## src/rtl/fetch_unit.sv

```systemverilog
// fetch_unit: front end of the 2-slot VLIW pipeline.
//   Owns the PC, fetches 64-bit bundles over a req/valid handshake and drives the IF/ID (p1)
//   register. Applies the pcSrc/IF_flush redirect commands and captures epc on pcSrc=3.
// Ports:
//   clk, reset            clock (rising edge), asynchronous active-high reset
//   pcSrc                 0=sequential 1=branch 2=jump 3=exception vector
//   IF_flush, stall       squash p1 / decode cannot accept a new bundle
//   branchTarget          redirect address for pcSrc=1
//   jumpTarget            redirect address for pcSrc=2
//   imem_req, imem_addr   fetch request and address
//   imem_valid            imem_rdata valid (only meaningful while imem_req=1)
//   imem_rdata            bundle: [63:32] ALU slot, [31:0] MEM slot
//   p1_bundle, p1_pc      bundle presented to decode and its address
//   p1_valid              p1_bundle is live (0 = NOP)
//   epc                   p1_pc sampled on the last pcSrc=3 redirect
module fetch_unit #(
  parameter logic [31:0] RESET_PC     = 32'h0000_0000,
  parameter logic [31:0] EXC_VECTOR   = 32'h0000_0100,
  parameter int unsigned BUNDLE_BYTES = 8
) (
  input  logic        clk,
  input  logic        reset,
  input  logic [1:0]  pcSrc,
  input  logic        IF_flush,
  input  logic        stall,
  input  logic [31:0] branchTarget,
  input  logic [31:0] jumpTarget,
  output logic        imem_req,
  output logic [31:0] imem_addr,
  input  logic        imem_valid,
  input  logic [63:0] imem_rdata,
  output logic [63:0] p1_bundle,
  output logic [31:0] p1_pc,
  output logic        p1_valid,
  output logic [31:0] epc
);

  localparam logic [1:0] StIdle  = 2'd0;
  localparam logic [1:0] StFetch = 2'd1;
  localparam logic [1:0] StDrop  = 2'd2;
  localparam logic [1:0] StHold  = 2'd3;

  logic [1:0]  stateQ, stateD;
  logic [31:0] pcQ, pcD;
  logic [31:0] reqAddrQ, reqAddrD;   // address of an in-flight request being dropped
  logic [63:0] holdBundleQ, holdBundleD;
  logic [31:0] holdPcQ, holdPcD;
  logic [63:0] p1BundleD;
  logic [31:0] p1PcD;
  logic        p1ValidD;
  logic [31:0] epcD;

  logic        redirect;
  logic [31:0] target;
  logic [31:0] pcInc;
  logic        canAdvance;
  logic        p1Load;
  logic [63:0] p1LoadBundle;
  logic [31:0] p1LoadPc;

  assign redirect   = (pcSrc != 2'd0);
  assign pcInc      = pcQ + 32'(BUNDLE_BYTES);
  // Decode takes a new bundle unless it is stalled on a live one.
  assign canAdvance = !stall || !p1_valid;

  always_comb begin
    unique case (pcSrc)
      2'd1:    target = branchTarget;
      2'd2:    target = jumpTarget;
      2'd3:    target = EXC_VECTOR;
      default: target = pcQ;
    endcase
  end

  assign imem_req  = (stateQ == StFetch) || (stateQ == StDrop);
  // In DROP the abandoned request keeps its original address until it completes.
  assign imem_addr = (stateQ == StDrop) ? reqAddrQ : pcQ;

  always_comb begin
    stateD       = stateQ;
    pcD          = pcQ;
    reqAddrD     = reqAddrQ;
    holdBundleD  = holdBundleQ;
    holdPcD      = holdPcQ;
    epcD         = epc;
    p1Load       = 1'b0;
    p1LoadBundle = imem_rdata;
    p1LoadPc     = pcQ;

    case (stateQ)
      StIdle: stateD = StFetch;
      StFetch: begin
        if (imem_valid) begin
          if (!redirect) begin
            pcD = pcInc;
            if (canAdvance) begin
              p1Load = 1'b1;
            end else begin
              holdBundleD = imem_rdata;
              holdPcD     = pcQ;
              stateD      = StHold;
            end
          end
        end else if (redirect) begin
          reqAddrD = pcQ;
          stateD   = StDrop;
        end
      end
      StDrop: begin
        if (imem_valid) stateD = StFetch;
      end
      StHold: begin
        if (redirect) begin
          stateD = StFetch;
        end else if (canAdvance && !IF_flush) begin
          p1Load       = 1'b1;
          p1LoadBundle = holdBundleQ;
          p1LoadPc     = holdPcQ;
          stateD       = StFetch;
        end
      end
      default: stateD = StIdle;
    endcase

    // Redirect target always overrides the sequential pc; the latest redirect wins.
    if (redirect) begin
      pcD = target;
      if (pcSrc == 2'd3) epcD = p1_pc;
    end
  end

  always_comb begin
    p1BundleD = p1_bundle;
    p1PcD     = p1_pc;
    p1ValidD  = p1_valid;
    if (IF_flush) begin
      p1BundleD = 64'd0;
      p1ValidD  = 1'b0;
    end else if (p1Load) begin
      p1BundleD = p1LoadBundle;
      p1PcD     = p1LoadPc;
      p1ValidD  = 1'b1;
    end else if (canAdvance) begin
      p1BundleD = 64'd0;
      p1ValidD  = 1'b0;
    end
  end

  always_ff @(posedge clk or posedge reset) begin
    if (reset) begin
      stateQ      <= StIdle;
      pcQ         <= RESET_PC;
      reqAddrQ    <= 32'd0;
      holdBundleQ <= 64'd0;
      holdPcQ     <= 32'd0;
      p1_bundle   <= 64'd0;
      p1_pc       <= 32'd0;
      p1_valid    <= 1'b0;
      epc         <= 32'd0;
    end else begin
      stateQ      <= stateD;
      pcQ         <= pcD;
      reqAddrQ    <= reqAddrD;
      holdBundleQ <= holdBundleD;
      holdPcQ     <= holdPcD;
      p1_bundle   <= p1BundleD;
      p1_pc       <= p1PcD;
      p1_valid    <= p1ValidD;
      epc         <= epcD;
    end
  end

endmodule

```

## config.mk

```make
export PLATFORM = sky130hd
export DESIGN_NAME = fetch_unit
export DESIGN_NICKNAME = d
export VERILOG_FILES = /design/src/rtl/fetch_unit.sv
export SDC_FILE = /design/constraint.sdc
export NUM_CORES = 1
export LEC_CHECK = 0
export CORE_UTILIZATION = 50
export DETAILED_ROUTE_END_ITERATION = 8
export GPL_TIMING_DRIVEN = 0
export PLACE_DENSITY_LB_ADDON = 0.2
export SETUP_SLACK_MARGIN = 0.1
export SYNTH_ARGS = -nofsm -noshare
export SYNTH_HDL_FRONTEND = slang
export SYNTH_SLANG_ARGS = --single-unit
```

## constraint.sdc

```tcl
create_clock -name clk -period 14 [get_ports clk]
set_clock_uncertainty 0.1 [all_clocks]
set_input_delay 2.8 -clock clk [delete_from_list [all_inputs] [get_ports clk]]
set_output_delay 2.8 -clock clk [all_outputs]
set_load 0.005 [all_outputs]
```

# Word level (Yosys, flattened, before mapping)
# Cells that the tools add are included.
# W data, S select, Z words.
[op_classes]
add_sub_neg = 1
n_eq_ne = 12
muxes = 31
bitwise_logic = 4
n_reduce_logical = 17
[op_table]
columns = ["op", "count"]
rows = [
  ["$mux W64", 6],
  ["$mux W32", 7],
  ["$pmux W32 S3", 1],
  ["$add A32 B4 Y32 const B", 1],
  ["$mux W2", 7],
  ["$ne A3 B3 Y1 const B", 4],
  ["$eq A2 B2 Y1 const B", 4],
  ["$mux W1", 8],
  ["$pmux W2 S4", 1],
  ["$reduce_and A3 Y1", 2],
  ["$reduce_bool A2 Y1", 3],
  ["$reduce_and A5 Y1", 1],
  ["$eq A2 B1 Y1 const B", 2],
  ["$ne A4 B1 Y1 const B", 1],
  ["$not A1 Y1", 4],
  ["$reduce_and A2 Y1", 2],
  ["$reduce_and A4 Y1", 1],
  ["$logic_not A1 Y1", 3],
  ["$reduce_bool A3 Y1", 1],
  ["$logic_not A2 Y1", 1],
  ["$logic_or A1 B1 Y1", 2],
  ["$ne A2 B2 Y1 const B", 1],
  ["$pmux W1 S2", 1],
  ["$logic_and A1 B1 Y1", 1],
]
[totals]
reg_bits = 291
input_bits = 135
out_inout_bits = 162
wordCells = 74

# Depth between registers and ports, before layout
# Gate-level depths: netlist of the first run.
[depth]
ltp_word = 8
depth_mapped = 9
mapped_depth_nobuf = 7

# Least setup slack after synthesis of the first run
# No wires, ideal clock.
[synth_path]
kind = "input to register"
from = "in pcSrc[0]"
to = "reg holdBundleQ[13]"
setup_ps = 125
t_arrival_ps = 4269
t_required_ps = 13775
setup_slack_ps = 9507
cell_stages = 6
n_path_buf = 3
cell_sequence = "or2_2 > buf_2 > nor3_2 > buf_2 > buf_2 > mux2_2"
[synth_via]
elab_chain_len = 3
[synth_lines]
columns = ["element", "line", "text"]
rows = [
  ["start, declared", "23", "input logic [1:0] pcSrc,"],
  ["$reduce_bool A2 Y1", "61", "assign redirect = (pcSrc != 2'd0);"],
  ["$not A1 Y1 (no line)", "-", ""],
  ["$reduce_and A4 Y1 (no line)", "-", ""],
  ["end signal, assigned", "164", "holdBundleQ <= holdBundleD;"],
  ["end, declared", "46", "logic [63:0] holdBundleQ, holdBundleD;"],
]
# Every way passes these cells.
# A chain may end at the register's enable or synchronous reset.

# Final worst setup path of the first run
[layout_path]
from = "reg stateQ[0]"
to = "out imem_addr[19]"
[layout_via]
elab_chain_len = 2
[layout_lines]
columns = ["element", "line", "text"]
rows = [
  ["start, declared", "43", "logic [1:0] stateQ, stateD;"],
  ["start signal, assigned", "151", "stateQ <= StIdle;"],
  ["start signal, assigned", "161", "stateQ <= stateD;"],
  ["$eq A2 B2 Y1", "77", "assign imem_addr = (stateQ == StDrop) ? reqAddrQ : pcQ;"],
  ["$mux W32", "77", ""],
  ["end, declared", "29", "output logic [31:0] imem_addr,"],
]
# Every way passes these cells.

==> impl_metrics.ini, run 1 <==
[status]
status = completed

[clock_network]
cts_setup_buffers = 0
clockBufferDepth = 3
ctsHoldBuffers = 0
cts_buffers = 31
cts-root-buf = clkbuf_16
cts.htree.levels = 1
cts_tree = yes
clk_pin_slew_ps = 60
cts_num_sinks = 291
insertion_delay_ps = 550
cts_resized = 0

[routing]
route.vias.total = 10224
routed_wl_mm = 36.3
final_antenna_net_count = 0
drc = 0
first_pass_iters = 6
wire_per_inst_um = 20.5
vias_per_cell = 5.76
drt_iter0_drc = 1115

[pwr]
max-vdd-ir-drop_v = 0.0000967
p_total_mw = 2.63
leakage_nw = 8.13
p_per_area_nw_per_um2 = 151

[timing]
min_period_over_period_pct = 42.0
rsz0062_at_grt = false
slew_violations = 0
max_freq_ghz = 0.170
relSlewSlack_pct = 14.9
finalSetupViolCount = 0
finalHoldViolations = 0
tightest_slew_ps = 1270
fin_crit_ps = 5880

[grt]
grt_remaining_overflow = 0
grt_pass1_wl_mm = 56.4
antenna_found_initial = 1
grt_max_degree = 80
grt.total_usage_pct = 27.4
grt_pass1_vias = 10294

[floorplanning]
core_area_um2 = 25300
fp.dieH_um = 163
die_w_um = 163
rows = 58
die-area_um2 = 26600
pin_count = 297
start_util_pct = 51.2

[setup_path]
cpPeakStageDelay_ps = 660
critPathKind = reg -> out
critPathTopFamily = buffers and inverters
critical_path_arrival_ps = 2980
crit_path_end_kind = output port
startpoint_type = register
ff2ff_path_depth = 8
cp_num_cells = 6
crit_fanout = 10
crit_chain = inv_1, ha_1, clkbuf_1, buf_1, mux2_2, clkdlybuf4s50_1
worstPathRequired_ps = 11100
crit_path_top_delay_cell = buf_1
crit_buf_inv = 4

[run]
cap_violations = 0

[synth]
async_flop_share_pct = 100
synth.avg_cell_area_um2 = 11.9
ys.warnings.count = 0
synthFlopType = dfrtp_1
syn_nets = 1230
synthCells = 1091
ys_seq_area_share_pct = 56.1
synth_cell_type_count = 48
synth_edf_count = 0
ys_ff_latch = 291
synth_area_um2 = 13000

[worst_hold_path]
hold_path_class = reg -> reg
hold_depth = 2

[layout]
fin_nets = 1561
fin_area_um2 = 17400
syn2layout_area_growth_pct = 34.5
postLayoutCoreUtil_pct = 68.9
final_common_cell = clkdlybuf4s50_1
mostFrequentLayoutCells = 295 x clkdlybuf4s50_1, 291 x dfrtp_1, 186 x mux2_2
layout.cells.non_filler = 1776
drive_gt1_share_pct = 18.8
fillers = 1861

[place]
placed_cells = 1719
io_buffers = 295
gp_congestion = 0.923
dpl-instance-area_um2 = 16400
hpwl_mm = 25.8
per-layer routing:
metal | track usage, % | wire length (um)
met1 | 36.5 | 15400
met2 | 45.4 | 17600
met3 | 4.01 | 2220
met4 | 9.98 | 1100
met5 | 0 | 17
metrics by stage:
| stage | TNS [ps] | hold slack (ps) | setup slack [ps] |
|---|---|---|---|
| final | 0 | 377 | 8120 |
| after global routing | 0 | 402 | 8010 |
| after CTS | 0 | 378 | 8120 |
| after detailed placement | 0 | 367 | 8280 |
| after global placement | -161380 | 357 | -580 |
| after floorplan | 0 | 352 | 3070 |
where the power goes:
group          switching [mW]  internal [mW]  total [mW]
Clock                   0.328          0.488       0.816
Sequential              0.117           1.02        1.13
Combinational           0.280          0.398       0.678
Total                   0.725           1.90        2.63
cell families after synthesis:
group	Yosys count	share of synthesized area, %
XOR/XNOR	5	0.338
flip-flops	291	56.1
AO/OA/AOI/OAI	242	12.7
adder cells (fa/ha/maj)	4	0.386
AND/OR/NAND/NOR	166	5.89
multiplexers	236	20.0
buffers and inverters	147	4.50
sequential cells by signal, indices dropped and copies added, names as in the netlist, 2 cells and up:
signal	count
stateQ	2
holdPcQ	32
reqAddrQ	32
p1_pc	32
p1_bundle	64
epc	32
holdBundleQ	64
pcQ	32
synthesized netlist by cell type (10+ instances only):
cell type / count / area (um2)
o21ai_0: 79 / 395
nand3_1: 10 / 50.1
nand2_1: 89 / 334
a222oi_1: 50 / 500
mux2_2: 186 / 2090
a22oi_1: 16 / 120
inv_1: 64 / 240
nor2_1: 27 / 101
mux2i_1: 50 / 500
a21oi_1: 46 / 230
dfrtp_1: 291 / 7280
clkbuf_1: 56 / 210
buf_2: 20 / 100
worst register-to-register path: cells and delay by family (launching register included):
family,cells,cell delay [ps]
buf+inv,4,890
flops,1,440
simple gates,2,1240
compound gates,1,130
fa+ha+maj,1,270
area by class of cell:
cell class	count	area, um2	area share [%]
Antenna cell	1	2.50	0.0143
Tap cell	330	413	2.37
Sequential cell	291	7280	41.7
Inverter	64	248	1.42
Clock buffer	44	875	5.01
Buffer	83	344	1.97
Multi-Input combinational cell	653	5100	29.3
Timing Repair Buffer	298	3040	17.4
Clock inverter	12	143	0.818
final timing paths:
kind                                 start       endpoint  slack [ps]
hold / removal             holdBundleQ[57]  p1_bundle[57]         380
max in group asynchronous            reset        epc[23]       10060
min in group asynchronous            reset         epc[2]        2590
setup reg to reg                 stateQ[1]  p1_bundle[32]       10870
hold reg to reg            holdBundleQ[57]  p1_bundle[57]         380
setup / recovery                 stateQ[0]  imem_addr[19]        8120
Power figures use the tool's default switching activity.
==> inputs of run 2 (changes only) <==
Clock period 14 ns to 5.6 ns, I/O delays scaled along.
==> impl_metrics.ini, run 2 (synthesized netlist as in run 1, its figures left out) <==
[status]
status = finished, violations left
violations = DRC

[pwr]
clockPowerShare_pct = 32.1
swShare_pct = 27.6
max-vdd-ir-drop_v = 0.000285
pwr-share-seq_pct = 42.3
leakage_nw = 8.17
p_per_area_nw_per_um2 = 380
p_int_mw = 4.83
p_total_mw = 6.67
p_sw_mw = 1.84
combPwrFrac_pct = 25.6

[timing]
setup_slack_ps = 1350
fin_crit_ps = 4250
fin_tns_setup_ps = 0
finalSetupViolCount = 0
finalHoldViolations = 0
relSlewSlack_pct = 39.5
rsz0062_at_grt = false
slew_violations = 0
min_period_over_period_pct = 75.8
hold_slack_ps = 378
tightest_slew_ps = 905
max_freq_ghz = 0.236

[routing]
route.vias.total = 10241
routed_wl_mm = 36.1
final_antenna_net_count = 0
first_pass_iters = 9
vias_per_cell = 5.75
drt_iter0_drc = 869
wire_per_inst_um = 20.3
drc = 19

[grt]
grt_pass1_wl_mm = 56.7
grt.total_usage_pct = 27.4
grt_remaining_overflow = 0
grt_pass1_vias = 10450
grt_max_degree = 43
antenna_found_initial = 0

[layout]
syn2layout_area_growth_pct = 35.3
postLayoutCoreUtil_pct = 69.3
reg_top3 = holdBundleQ: 64 flops, p1_bundle: 64 flops
drive_gt1_share_pct = 19.2
layout.cells.non_filler = 1780
mostFrequentLayoutCells = 295 x clkdlybuf4s50_1, 291 x dfrtp_1, 186 x mux2_2
fin_area_um2 = 17500
fin_nets = 1564
final_common_cell = clkdlybuf4s50_1

[clock_network]
cts_tree = yes
cts_resized = 0
clockBufferDepth = 3
cts_buffers = 30
cts_setup_buffers = 0
cts_num_sinks = 291
cts.htree.levels = 1
clk_pin_slew_ps = 60
insertion_delay_ps = 560
ctsHoldBuffers = 0
cts-root-buf = clkbuf_16

[place]
dpl-instance-area_um2 = 16500
place_ws_ps = 1460
placed_cells = 1723
hpwl_mm = 25.7
gp_congestion = 0.907
io_buffers = 295

[setup_path]
startpoint_type = register
worstPathRequired_ps = 4380
critical_path_arrival_ps = 3030
critPathKind = reg -> out
crit_path_end_kind = output port
rrSetupSlack_ps = 2650
reg2reg_from = stateQ[1]
crit_fanout = 10
ff2ff_path_depth = 8
timing.rr.end = p1_valid

[floorplanning]
pin_count = 297
die-area_um2 = 26600
die_w_um = 163
start_util_pct = 51.2
core_area_um2 = 25300
rows = 58
fp.dieH_um = 163

[run]
cap_violations = 0

[worst_hold_path]
hold_depth = 2
min_to = p1_bundle[59]
hold_path_class = reg -> reg
worstHoldStart = holdBundleQ[59]
run 2: cell types whose count changed in the layout (fill, tap and decap cells not counted):
cell,before,now
bufinv_16,3,6
buf_16,3,0
clkbuf_1,64,62
clkinv_8,0,1
nor4_1,5,4
inv_6,2,1
clkbuf_16,31,30
clkbuf_8,5,2
nor4_2,2,3
buf_12,0,7
inv_8,1,0
clkinvlp_4,0,1
clkinv_4,0,1
clkinv_2,7,9
run 2: power groups by stage:
stage               clock [mW]  sequential, mW  combinational, mW
floorplan                    0            2.80              0.787
global placement             0            2.83               1.65
detailed placement           0            2.86               1.69
CTS                       2.17            2.82               1.71
global route              2.24            2.88               1.84
finish                    2.14            2.82               1.71
run 2: per-layer routing:
| layer | part of all wire (%) | wire (um) | track usage (%) |
|---|---|---|---|
| met1 | 43 | 15400 | 37.4 |
| met5 | 0 | 0 | 0 |
| met2 | 48 | 17200 | 44.5 |
| met3 | 5.8 | 2110 | 4.11 |
| met4 | 3.7 | 1340 | 10.2 |
run 2: worst max path at each step:
| stage | slack (ps) | cells after the start | end | startpoint |
|---|---|---|---|---|
| final | 1350 | 6 | imem_addr[21] | stateQ[0] |
| after CTS | 1370 | 6 | imem_addr[21] | stateQ[0] |
| after detailed placement | 1460 | 7 | p1_bundle[43] | pcSrc[0] |
| after global routing | 1270 | 6 | imem_addr[21] | stateQ[0] |
| after global placement | -1610 | 2 | epc[21] | reset |
| after floorplan | 520 | 1 | epc[0] | reset |
run 2: area by class of cell:
cell class                 instances  area [um2]
inverter                          64         244
clock inverter                    18         259
fill                            1882        7780
tap                              330         413
timing repair buffer             302        3090
buffer                            83         344
antenna                            1        2.50
sequential                       291        7280
clock buffer                      38         801
multi-input combinational        653        5110
run 2: critical path, stage by stage, from the launching register on:
cell and delay [ps]:
dfrtp_1 430, inv_1 80, ha_1 140, clkbuf_1 250, buf_1 670, mux2_2 420
clkdlybuf4s50_1 470
